===== src/rtl/i2c_slave.sv =====
// I2C target: oversampled sclk/sda with 2-flop synchronizers, LSB-first framing,
// single-byte address compare, unbounded multi-byte reads and writes.
module i2c_slave #(
  parameter logic [7:0] SLAVE_ADDRESS = 8'hA5
) (
  input  logic       clk,
  input  logic       rst,
  input  logic       sclk,
  input  logic       sda_in,
  output logic       sda_out,
  input  logic [7:0] tx_data,
  output logic [7:0] rx_data,
  output logic       rx_valid,
  output logic       tx_load,
  output logic       busy,
  output logic [2:0] state
);

  typedef enum logic [2:0] {
    IDLE      = 3'd0,
    ADDR      = 3'd1,
    ADDR_ACK  = 3'd2,
    RX        = 3'd3,
    RX_ACK    = 3'd4,
    TX        = 3'd5,
    TX_ACK    = 3'd6,
    WAIT_STOP = 3'd7
  } state_t;

  state_t     r_state;
  logic [1:0] r_sclk_sync;
  logic [1:0] r_sda_sync;
  logic       r_sclk_prev;
  logic       r_sda_prev;
  logic [3:0] r_cnt;
  logic [7:0] r_shift;
  logic [7:0] r_tx;
  logic       r_rw;
  logic       r_bit9;
  logic       r_sda_out;
  logic [7:0] r_rx_data;
  logic       r_rx_valid;
  logic       r_tx_load;
  logic       r_busy;

  logic w_sclk;
  logic w_sda;
  logic w_rise;
  logic w_fall;
  logic w_start;
  logic w_stop;

  assign w_sclk  = r_sclk_sync[1];
  assign w_sda   = r_sda_sync[1];
  assign w_rise  = w_sclk & ~r_sclk_prev;
  assign w_fall  = ~w_sclk & r_sclk_prev;
  // Requiring sclk high in both samples keeps a simultaneous sda/sclk change as data.
  assign w_start = w_sclk & r_sclk_prev & r_sda_prev & ~w_sda;
  assign w_stop  = w_sclk & r_sclk_prev & ~r_sda_prev & w_sda;

  assign sda_out  = r_sda_out;
  assign rx_data  = r_rx_data;
  assign rx_valid = r_rx_valid;
  assign tx_load  = r_tx_load;
  assign busy     = r_busy;
  assign state    = r_state;

  always_ff @(posedge clk or posedge rst) begin
    if (rst) begin
      r_sclk_sync <= 2'b11;
      r_sda_sync  <= 2'b11;
      r_sclk_prev <= 1'b1;
      r_sda_prev  <= 1'b1;
    end else begin
      r_sclk_sync <= {r_sclk_sync[0], sclk};
      r_sda_sync  <= {r_sda_sync[0], sda_in};
      r_sclk_prev <= r_sclk_sync[1];
      r_sda_prev  <= r_sda_sync[1];
    end
  end

  always_ff @(posedge clk or posedge rst) begin
    if (rst) begin
      r_state    <= IDLE;
      r_cnt      <= 4'd0;
      r_shift    <= 8'h00;
      r_tx       <= 8'h00;
      r_rw       <= 1'b0;
      r_bit9     <= 1'b0;
      r_sda_out  <= 1'b1;
      r_rx_data  <= 8'h00;
      r_rx_valid <= 1'b0;
      r_tx_load  <= 1'b0;
      r_busy     <= 1'b0;
    end else begin
      r_rx_valid <= 1'b0;
      r_tx_load  <= 1'b0;
      if (w_stop) begin
        r_state   <= IDLE;
        r_cnt     <= 4'd0;
        r_bit9    <= 1'b0;
        r_sda_out <= 1'b1;
        r_busy    <= 1'b0;
      end else if (w_start) begin
        r_state   <= ADDR;
        r_cnt     <= 4'd0;
        r_bit9    <= 1'b0;
        r_sda_out <= 1'b1;
        r_busy    <= 1'b1;
      end else begin
        case (r_state)
          IDLE: r_sda_out <= 1'b1;
          ADDR: begin
            // Counter stops at 8; the 9th (R/W) bit is flagged separately.
            if (w_rise) begin
              if (r_cnt == 4'd8) begin
                r_rw   <= w_sda;
                r_bit9 <= 1'b1;
              end else begin
                r_shift <= {w_sda, r_shift[7:1]};
                r_cnt   <= r_cnt + 4'd1;
              end
            end else if (w_fall && r_bit9) begin
              r_bit9 <= 1'b0;
              r_cnt  <= 4'd0;
              if (r_shift == SLAVE_ADDRESS) begin
                r_sda_out <= 1'b0;
                r_state   <= ADDR_ACK;
              end else begin
                r_sda_out <= 1'b1;
                r_state   <= WAIT_STOP;
              end
            end
          end
          ADDR_ACK: begin
            if (w_fall) begin
              if (!r_rw) begin
                r_sda_out <= 1'b1;
                r_cnt     <= 4'd0;
                r_state   <= RX;
              end else begin
                r_tx      <= tx_data;
                r_tx_load <= 1'b1;
                r_sda_out <= tx_data[0];
                r_cnt     <= 4'd1;
                r_state   <= TX;
              end
            end
          end
          RX: begin
            if (w_rise && r_cnt < 4'd8) begin
              r_shift <= {w_sda, r_shift[7:1]};
              r_cnt   <= r_cnt + 4'd1;
              if (r_cnt == 4'd7) begin
                r_rx_data  <= {w_sda, r_shift[7:1]};
                r_rx_valid <= 1'b1;
              end
            end else if (w_fall && r_cnt == 4'd8) begin
              r_sda_out <= 1'b0;
              r_cnt     <= 4'd0;
              r_state   <= RX_ACK;
            end
          end
          RX_ACK: begin
            if (w_fall) begin
              r_sda_out <= 1'b1;
              r_cnt     <= 4'd0;
              r_state   <= RX;
            end
          end
          TX: begin
            if (w_fall) begin
              if (r_cnt == 4'd8) begin
                r_sda_out <= 1'b1;
                r_cnt     <= 4'd0;
                r_state   <= TX_ACK;
              end else begin
                r_sda_out <= r_tx[r_cnt[2:0]];
                r_cnt     <= r_cnt + 4'd1;
              end
            end
          end
          TX_ACK: begin
            // r_cnt==1 marks a sampled master ACK awaiting the next falling edge.
            if (w_rise) begin
              if (w_sda) r_state <= WAIT_STOP;
              else       r_cnt   <= 4'd1;
            end else if (w_fall && r_cnt == 4'd1) begin
              r_tx      <= tx_data;
              r_tx_load <= 1'b1;
              r_sda_out <= tx_data[0];
              r_cnt     <= 4'd1;
              r_state   <= TX;
            end
          end
          default: r_sda_out <= 1'b1;
        endcase
      end
    end
  end

endmodule


===== config.mk =====
export PLATFORM = sky130hd
export DESIGN_NAME = i2c_slave
export DESIGN_NICKNAME = d
export VERILOG_FILES = /design/src/rtl/i2c_slave.sv
export SDC_FILE = /design/constraint.sdc
export NUM_CORES = 1
export LEC_CHECK = 0
export ABC_AREA = 1
export BUFFER_PORTS_ARGS = -buffer_cell sky130_fd_sc_hd__clkbuf_2
export CAP_MARGIN = 20
export CORE_MARGIN = 2
export CORE_UTILIZATION = 50
export CTS_BUF_LIST = sky130_fd_sc_hd__clkbuf_2 sky130_fd_sc_hd__clkbuf_4 sky130_fd_sc_hd__clkbuf_8
export DETAILED_ROUTE_END_ITERATION = 16
export PLACE_DENSITY_LB_ADDON = 0.15
export SLEW_MARGIN = 20
export SYNTH_ARGS = -nofsm -noshare
export SYNTH_HDL_FRONTEND = slang
export SYNTH_SLANG_ARGS = --single-unit
export TNS_END_PERCENT = 1

===== constraint.sdc =====
create_clock -name clk -period 2.4 [get_ports clk]
set_input_delay 0.48 -clock clk [delete_from_list [all_inputs] [get_ports clk]]
set_output_delay 0.48 -clock clk [all_outputs]
set_load 0.05 [all_outputs]

# Yosys cells after proc, flatten, opt, wreduce, memory -nomap -nowiden

Cells that the tools add are included.

Bits in registers: 43
Memory bits (writable): 0
Memories kept: 0
Word-level logic and storage cells: 161
Latch bits: 0
Bits of input ports: 12
Memory bits (read-only): 0

Reduce and logical (&&, ||, !) cells: 18
Multiply operators: 0
Multiplexer cells: 78
Shifts and indexed selects: 0
Order comparisons: 2
Add/subtract/negate cells: 1
Div/mod/pow operators: 0
Bitwise logic cells: 13
Equal/unequal tests: 34

Operators with widths:

| operator                                             | number |
|---|---|
| two-way mux 4 bit                                    | 14 |
| two-way mux 8 bit                                    | 7 |
| two-way mux 3 bit                                    | 15 |
| inequality test 4 bit (second input constant)        | 10 |
| two-way mux 1 bit                                    | 35 |
| one-hot mux 8 bit (2 select lines)                   | 2 |
| inequality test 5 bit (second input constant)        | 6 |
| one-hot mux 4 bit (6 select lines)                   | 1 |
| one-hot mux 3 bit (6 select lines)                   | 1 |
| AND reduction 9 bit                                  | 2 |
| inequality test 2 bit (second input constant)        | 7 |
| AND reduction 11 bit                                 | 1 |
| AND reduction 5 bit                                  | 2 |
| equality test 3 bit (second input constant)          | 3 |
| equality test 8 bit (second input constant)          | 1 |
| nonzero test 8 bit                                   | 1 |
| AND 1 bit                                            | 7 |
| AND reduction 7 bit                                  | 1 |
| equality test 3 x 2 -> 1 bit (second input constant) | 2 |
| NOT 1 bit                                            | 6 |
| one-hot mux 1 bit (6 select lines)                   | 1 |
| AND reduction 6 bit                                  | 1 |
| nonzero test 2 bit                                   | 3 |
| adder 4 x 1 -> 4 bit (second input constant)         | 1 |
| 13 further kinds                                     | 16 |

# Longest topological paths before layout

Gate-level depths: netlist of the first run.

Depth after elaboration: 8
Mapped depth: 13

# Worst setup path after synthesis of the first run

No wires, ideal clock.

Kind: reg-to-reg
Start: register r_cnt[0]
End: register r_state[0], in the netlist state[0]
Path slack: 0.586 ns
Arrival: 1.695 ns
Cell stages (with the launch flop): 13
Cells stage by stage: dfrtp_1 clkbuf_1 inv_1 ha_1 nand2_1 nor2_2 nand2_1 nand2_1 nor2_1 a21oi_2 nand3_1 nand2_1 nand2_1

Longest elaborated chain between the ends: 4
Elaborated cells on any way between the ends: 11

Ends and longest elaborated chain:

| what                                                                     | line          | RTL |
|---|---|---|
| start, declared                                                          | 35            | `logic [3:0] r_cnt;` |
| start signal, assigned                                                   | 121           | `r_cnt <= r_cnt + 4'd1;` |
| start signal, assigned                                                   | 153           | `r_cnt <= r_cnt + 4'd1;` |
| start signal, assigned                                                   | 179           | `r_cnt <= r_cnt + 4'd1;` |
| less-than comparator 4 bit, or another cell as far along                 | 151           | `if (w_rise && r_cnt < 4'd8) begin` |
| logical AND 1 bit (on tied branches)                                     | 151, 158, 188 |  |
| inequality test 4 bit (no line) or inequality test 5 bit (tied branches) | -             |  |
| AND reduction 11 bit (no line) *                                         | -             |  |
| end signal, assigned                                                     | 146           | `r_state <= TX;` |
| end signal, assigned                                                     | 161           | `r_state <= RX_ACK;` |
| end signal, assigned                                                     | 168           | `r_state <= RX;` |
| end, declared                                                            | 30            | `state_t r_state;` |

Every way passes the cells marked *; elsewhere a longest branch is shown, timed or not.
A chain may end at the register's enable or synchronous reset.

# Worst setup path in the final report of the first run

Start: register r_cnt[1]
End: register r_state[1], in the netlist state[1]

The elaborated chain is that of the path after synthesis.

==> impl_metrics.py, run 1 <==
metrics = {
    "global_routing": {
        "grt_start_max_net_pins": 26,
        "busiest_grt_layer": "met2",
        "globalRoute.totalOverflow": 0,
        "global_route_wire_length_before_repair_mm": 8.866,
        "use_met2_pct": 33.94,
        "grt_pass1_vias": 1921,
        "grt_use_met1_pct": 29.51,
        "grt_use_met3_pct": 5.663,
        "initial_antenna_violation_count": 0,
        "grt.total_usage_pct": 22.14,
    },
    "floorplan": {
        "rows": 25,
        "die_x_um": 72.85,
        "coreArea_um2": 4661,
        "initial_core_utilization_pct": 50.85,
        "chipHeight_um": 72.85,
        "floorplan.die_area_um2": 5306,
        "num_io_pins": 27,
    },
    "clocking": {
        "max-clock-path-buffers": 2,
        "cts_tree": "built",
        "cts_resized": 0,
        "clk_pin_slew_ns": 0.09,
        "post_cts_hold_buffer_count": 0,
        "clock_sinks": 43,
        "clockRootBuffer": "sky130_fd_sc_hd__clkbuf_8",
        "cts_buf_count": 5,
        "post_cts.repair.setup_buffers": 0,
        "clk_latency_ns": 0.31,
        "cts-htree-levels": 2,
    },
    "yosys": {
        "main_combinational_cell_family_by_area_after_synthesis": "simple AND/OR/NAND/NOR gates",
        "synth_mux_area_share_pct": 1.426,
        "syn-num-nets": 321,
        "synth-compound-area-share_pct": 12.30,
        "netlist-cell-type-count": 31,
        "post_synth_instance_area_um2": 2370,
        "netlist_instances": 306,
        "syn_area_per_cell_um2": 7.744,
        "synth_seq_area_share_pct": 45.78,
        "yosys.area_share.simple_pct": 30.04,
        "post_synth_fa_ha_maj_area_fraction_pct": 1.584,
        "fraction_of_synthesized_cell_area_in_xor_and_xnor_cells_pct": 0.3696,
        "ys_ff_latch": 43,
        "warnings_from_yosys": 0,
    },
    "power_and_ir_drop": {
        "maximum_vdd_ir_drop_mv": 0.5628,
        "fin_total_pwr_mw": 3.042,
        "power.static_leakage_nw": 1.375,
        "power_per_cell_area_nw_per_um2": 1138,
    },
    "final_layout": {
        "filler_cell_count": 439,
        "multiInputGateArea_um2": 1084,
        "register_area_um2": 1085,
        "final_core_util_pct": 57.37,
        "area_delta_synth_final_pct": 12.83,
        "final_nets": 352,
        "final_layout_size_suffix_gt1_share_pct": 23.08,
        "antenna_cells": 0,
    },
    "detailed_routing": {
        "wl_per_cell_um": 13.47,
        "totalWireLength_mm": 5.281,
        "drc": 0,
        "first_drt_pass_iteration_count": 4,
        "drtIter0Drc": 149,
        "drtAntennaViolNets": 0,
        "vias": 2069,
        "via_per_inst": 5.278,
    },
    "timing": {
        "headroom_to_the_max_slew_limit_pct": 42.36,
        "worstMarginPinSlew_ns": 0.8593,
        "setup_viol_count_final": 0,
        "holdWs_ns": 0.2095,
        "post-route-worst-setup-slack_ns": 0.4182,
        "setup_total_negative_slack_ns": 0,
        "rsz0062_at_grt": "false",
        "clock_skew_ns": 0.009811,
        "post_layout_min_period_ns": 1.982,
        "maxClockFrequency_mhz": 504.6,
        "slew_violations": 0,
        "final_min_period_over_clock_period_pct": 82.57,
        "finalHoldViolCount": 0,
    },
    "place": {
        "io_buffers": 26,
        "detailedPlace.worstSlack_ns": 0.4791,
        "place_hpwl_mm": 4.006,
        "place.gp.congestion": 0.9608,
    },
    "setup_path": {
        "worstPathArrival_ns": 2.22,
        "start_kind": "register",
        "cp_slowest_stage_delay_ns": 0.46,
        "critical_path_class": "reg2reg",
        "path_max_fanout": 7,
        "timing.critical_path.to_type": "register",
        "crit_top_cell": "sky130_fd_sc_hd__nand2_1",
        "worstPathCellList": "inv_1 -> ha_1 -> nand2_1 -> nor2_2 -> inv_1 -> nand2_1 -> nor2_1 -> nor2_1 -> nand2_1 -> nor2_1 -> nand3b_1 -> nand2_1",
        "r2r_cells": 12,
        "worst_path_required_ns": 2.64,
        "worst_path_max_delay_cell": "sky130_fd_sc_hd__dfrtp_1",
    },
    "status": {
        "outcome": "finished, final reports clean",
    },
    "worst_hold_path": {
        "hold_path_class": "in2async",
    },
    "run": {
        "max-cap-violations": 0,
    },
}
-- cell families after synthesis --
logic type               Yosys count
AND/OR/NAND/NOR                  158
AO/OA/AOI/OAI                     50
buffers and inverters             48
flip-flops                        43
multiplexers                       3
adder cells (fa/ha/maj)            3
XOR/XNOR                           1
-- stage by stage --
step	area, µm²	instances
2_1_floorplan	2370	306
5_1_grt	2674	392
4_1_cts	2674	392
6_report	2674	392
3_3_place_gp	2557	384
3_5_place_dp	2557	384
-- report_power, final --
group	leakage (nW)	internal (mW)	switching, mW	total (mW)
combinational	0.777	0.447	0.944	1.39
clock	0.0587	0.316	0.275	0.590
sequential	0.539	0.913	0.148	1.06
-- worst paths after layout --
path	endpoint	from	slack [ns]
worst max-delay path	state[1]	r_cnt[1]	0.42
worst min-delay path	r_tx[3]	rst	0.21
min in group clk	r_sda_sync[0]	sda_in	0.25
max in group asynchronous	r_sclk_sync[1]	rst	1.52
worst min register to register	r_sclk_sync[1]	r_sclk_sync[0]	0.36
worst max register to register	state[1]	r_cnt[1]	0.42
-- worst max-delay path: cells and delay by family, from the launching register on --
family / cells / cell delay (ns)
and+or+nand+nor: 9 / 1.07
DFF: 1 / 0.46
buffers and inverters: 2 / 0.24
adders and majority gates: 1 / 0.16
-- state kept, by name (all words and copies together), names as in the netlist --
| register | flops |
|---|---|
| busy | 1 |
| r_bit9 | 1 |
| r_cnt | 4 |
| r_rw | 1 |
| r_sclk_prev | 1 |
| r_sclk_sync | 2 |
| r_sda_prev | 1 |
| r_sda_sync | 2 |
| r_shift | 8 |
| r_tx | 8 |
| rx_data | 8 |
| rx_valid | 1 |
| sda_out | 1 |
| state | 3 |
| tx_load | 1 |
-- routing by layer --
metal	part of all wire, %	vias up	routed length (µm)
met3	5.7	12	303
met5	0	-	0
met4	2.4	0	126
met1	46	949	2418
li1	-	1042	-
met2	46	66	2433
-- final cells by class --
type | count | share of cell area, %
Inverter | 41 | 5.756
Tap cell | 54 | 2.527
Clock buffer | 5 | 2.574
Clock inverter | 3 | 1.778
Multi-Input combinational cell | 215 | 40.52
Timing Repair Buffer | 31 | 6.270
Sequential cell | 43 | 40.57
-- cells in the mapped netlist --
cell                        n  area [µm²]
sky130_fd_sc_hd__o21ai_0   16       80.08
sky130_fd_sc_hd__nand2_1   80       300.3
sky130_fd_sc_hd__o21ai_1   14       70.07
sky130_fd_sc_hd__o31ai_4    1       21.27
sky130_fd_sc_hd__or2_2      1       6.260
sky130_fd_sc_hd__mux2_2     3       33.78
sky130_fd_sc_hd__nand2_2    5       31.28
sky130_fd_sc_hd__dfrtp_1   36       900.9
sky130_fd_sc_hd__inv_2      6       22.52
sky130_fd_sc_hd__nor3_1     6       30.03
sky130_fd_sc_hd__o22ai_1    1       6.260
sky130_fd_sc_hd__a21oi_1   11       55.05
sky130_fd_sc_hd__buf_6      2       22.52
sky130_fd_sc_hd__nand3_1   20       100.1
sky130_fd_sc_hd__nand3_2    1       10.01
sky130_fd_sc_hd__nand3b_1   1       7.510
sky130_fd_sc_hd__o211ai_1   2       15.01
sky130_fd_sc_hd__inv_1     35       131.4
sky130_fd_sc_hd__buf_2      2       10.01
sky130_fd_sc_hd__buf_4      1       7.510
sky130_fd_sc_hd__nor2_4     3       33.78
sky130_fd_sc_hd__xor2_1     1       8.760
sky130_fd_sc_hd__dfstp_2    7       183.9
sky130_fd_sc_hd__a21oi_2    1       8.760
sky130_fd_sc_hd__nand4_1    6       37.54
sky130_fd_sc_hd__nor2_2     6       37.54
sky130_fd_sc_hd__nor2_1    28       105.1
sky130_fd_sc_hd__o21ai_2    4       35.03
sky130_fd_sc_hd__nand4_2    1       12.51
sky130_fd_sc_hd__clkbuf_1   2       7.510
sky130_fd_sc_hd__ha_1       3       37.54
-- cells in the final DEF (no fill, tap or decap), types with 2 or more instances in the layout --
| cell type | n |
|---|---|
| sky130_fd_sc_hd__nand2_1 | 80 |
| sky130_fd_sc_hd__dfrtp_1 | 36 |
| sky130_fd_sc_hd__inv_1 | 34 |
| sky130_fd_sc_hd__nor2_1 | 28 |
| sky130_fd_sc_hd__clkbuf_2 | 26 |
| sky130_fd_sc_hd__nand3_1 | 20 |
| sky130_fd_sc_hd__o21ai_0 | 16 |
| sky130_fd_sc_hd__o21ai_1 | 14 |
| sky130_fd_sc_hd__a21oi_1 | 11 |
| sky130_fd_sc_hd__dfstp_2 | 7 |
| sky130_fd_sc_hd__inv_2 | 6 |
| sky130_fd_sc_hd__nor2_2 | 6 |
| sky130_fd_sc_hd__nor3_1 | 6 |
| sky130_fd_sc_hd__nand4_1 | 6 |
| sky130_fd_sc_hd__nand2_2 | 5 |
| sky130_fd_sc_hd__clkbuf_8 | 5 |
| sky130_fd_sc_hd__buf_4 | 5 |
| sky130_fd_sc_hd__o21ai_2 | 4 |
| sky130_fd_sc_hd__mux2_2 | 3 |
| sky130_fd_sc_hd__nor2_4 | 3 |
| sky130_fd_sc_hd__ha_1 | 3 |
| sky130_fd_sc_hd__o211ai_1 | 2 |
(Power assumes the default switching activity.)
==> run 2, diff against run 1 <==
clock period = 1.88 ns   (was 2.4 ns; I/O delays follow)
==> run 2 against run 1 <==
  * Via count shrank 0.39%
  * Count of clock-buffer cells in the layout grew 1
  * Sequential cell count is the same
  * Sequential power grew 25%
  * Clock skew shrank 0.0024 ns
  * Critical path depth shrank 7
  * Global-route usage grew 1.5 points
==> impl_metrics.py, run 2 (synthesis gave the netlist of run 1 again) <==
metrics = {
    "clocking": {
        "clk_latency_ns": 0.30,
        "clk_pin_slew_ns": 0.09,
        "clockRootBuffer": "sky130_fd_sc_hd__clkbuf_8",
        "cts-htree-levels": 2,
        "clock_sinks": 43,
        "post_cts_hold_buffer_count": 0,
        "max-clock-path-buffers": 2,
        "post_cts.repair.setup_buffers": 0,
        "cts_tree": "built",
        "cts_buf_count": 5,
    },
    "final_layout": {
        "final_area_um2": 2784,
        "antenna_cells": 0,
        "mostFrequentLayoutCell": "sky130_fd_sc_hd__nand2_1",
        "final_nets": 365,
        "area_delta_synth_final_pct": 17.48,
        "filler_cell_count": 440,
        "final_layout_size_suffix_gt1_share_pct": 26.21,
        "layout_common_cells": "80 x sky130_fd_sc_hd__nand2_1, 36 x sky130_fd_sc_hd__dfrtp_1, 34 x sky130_fd_sc_hd__inv_1, 27 x sky130_fd_sc_hd__nor2_1, 26 x sky130_fd_sc_hd__clkbuf_2",
    },
    "timing": {
        "rsz0062_at_grt": "true",
        "final_min_period_over_clock_period_pct": 94.11,
        "setup_viol_count_final": 0,
        "post_layout_min_period_ns": 1.769,
        "finalHoldViolCount": 0,
        "holdWs_ns": 0.1478,
        "setup_total_negative_slack_ns": 0,
        "maxClockFrequency_mhz": 565.2,
        "slew_violations": 0,
        "headroom_to_the_max_slew_limit_pct": 65.64,
        "clock_skew_ns": 0.007447,
        "worstMarginPinSlew_ns": 0.5154,
        "post-route-worst-setup-slack_ns": 0.1108,
    },
    "detailed_routing": {
        "wl_per_cell_um": 13.54,
        "totalWireLength_mm": 5.485,
        "via_per_inst": 5.089,
        "drtIter0Drc": 71,
        "first_drt_pass_iteration_count": 4,
        "met3RoutedLength_um": 242,
        "drc": 0,
        "wl_met2_mm": 2.490,
        "routedLengthMet1_mm": 2.591,
        "drtAntennaViolNets": 0,
        "top_signal_layer_used": "met4",
        "vias": 2061,
    },
    "power_and_ir_drop": {
        "p_sw_share_pct": 45.22,
        "comb_power_share_pct": 50.0,
        "internal_power_mw": 2.149,
        "maximum_vdd_ir_drop_mv": 0.8896,
        "seqPwrFrac_pct": 33.8,
        "part_of_the_power_in_the_clock_network_pct": 16.3,
        "total_switching_power_mw": 1.774,
        "power.static_leakage_nw": 1.430,
        "power_per_cell_area_nw_per_um2": 1409,
    },
    "worst_hold_path": {
        "hold_path_class": "in2async",
    },
    "global_routing": {
        "global_route_wire_length_before_repair_mm": 9.515,
        "grt.total_usage_pct": 23.68,
        "initial_antenna_violation_count": 0,
        "grt_pass1_vias": 2011,
        "grt_start_max_net_pins": 44,
        "globalRoute.totalOverflow": 0,
    },
    "place": {
        "detailedPlace.worstSlack_ns": 0.1006,
        "place.gp.congestion": 1.010,
        "place_hpwl_mm": 4.313,
        "placement.cell_area_um2": 2668,
        "io_buffers": 26,
    },
    "setup_path": {
        "timing.critical_path.to_type": "register",
        "path_max_fanout": 10,
        "critical_path_class": "reg2reg",
        "worstPathArrival_ns": 1.96,
        "start_kind": "register",
        "worst_path_required_ns": 2.07,
    },
    "floorplan": {
        "rows": 25,
        "initial_core_utilization_pct": 50.85,
        "die_x_um": 72.85,
        "chipHeight_um": 72.85,
        "floorplan.die_area_um2": 5306,
        "num_io_pins": 27,
        "coreArea_um2": 4661,
    },
    "run": {
        "max-cap-violations": 0,
    },
    "status": {
        "outcome": "finished, final reports clean",
    },
}
==> run 2: cell type report <==
cell class / count / area (µm²) / area share [%]
clock buffers: 6 / 82.58 / 2.966
clock inverters: 2 / 16.27 / 0.5843
inverters: 41 / 153.9 / 5.528
multi-input cells: 215 / 1101 / 39.55
flip-flops and latches: 43 / 1085 / 38.97
well taps: 54 / 67.56 / 2.427
repair buffers: 44 / 277.8 / 9.978
==> run 2: stage by stage <==
step	cells	utilization, %	power [mW]
2_1_floorplan	306	-	2.726
3_3_place_gp	397	57.23	3.278
3_5_place_dp	397	57.23	3.267
4_1_cts	405	59.36	3.921
5_1_grt	405	59.73	4.264
6_report	405	59.73	3.923
==> run 2: critical path: stages, from the launching register on <==
cell and delay, ns:
sky130_fd_sc_hd__dfstp_2 0.56, sky130_fd_sc_hd__inv_1 0.06, sky130_fd_sc_hd__nor2_2 0.13, sky130_fd_sc_hd__nand3_1 0.13
sky130_fd_sc_hd__o21ai_2 0.39, sky130_fd_sc_hd__mux2_2 0.39
==> run 2: power by group through the flow <==
stage	Clock, mW	Sequential, mW	Combinational (mW)
3_3_place_gp	0	1.34	1.94
6_report	0.638	1.32	1.96
3_5_place_dp	0	1.34	1.92
4_1_cts	0.663	1.33	1.93
5_1_grt	0.696	1.36	2.21
2_1_floorplan	0	1.48	1.25
==> run 2: final timing paths <==
check / depth (start not counted) / startpoint / endpoint / slack, ns
min in group clk: 1 / sclk / r_sclk_sync[0] / 0.15
min reg2reg: 0 / r_sda_sync[0] / r_sda_sync[1] / 0.36
min: 3 / rst / r_tx[3] / 0.15
max reg2reg: 5 / r_sclk_prev / r_tx[4] / 0.11
max in group asynchronous: 3 / rst / r_sclk_prev / 1.35
max: 5 / r_sclk_prev / r_tx[4] / 0.11
==> run 2: metal layers <==
layer / vias to the layer above / track usage, %
met1: 930 / 31.71
li1: 1071 / -
met3: 15 / 5.525
met5: - / 0
met4: 0 / 10.49
met2: 45 / 36.67
==> run 2: what timing repair did <==
item | in CTS | in global routing
hold endpoints to repair | 0 | 0
setup endpoints to repair | 0 | 7
gates resized for setup | 0 | 4
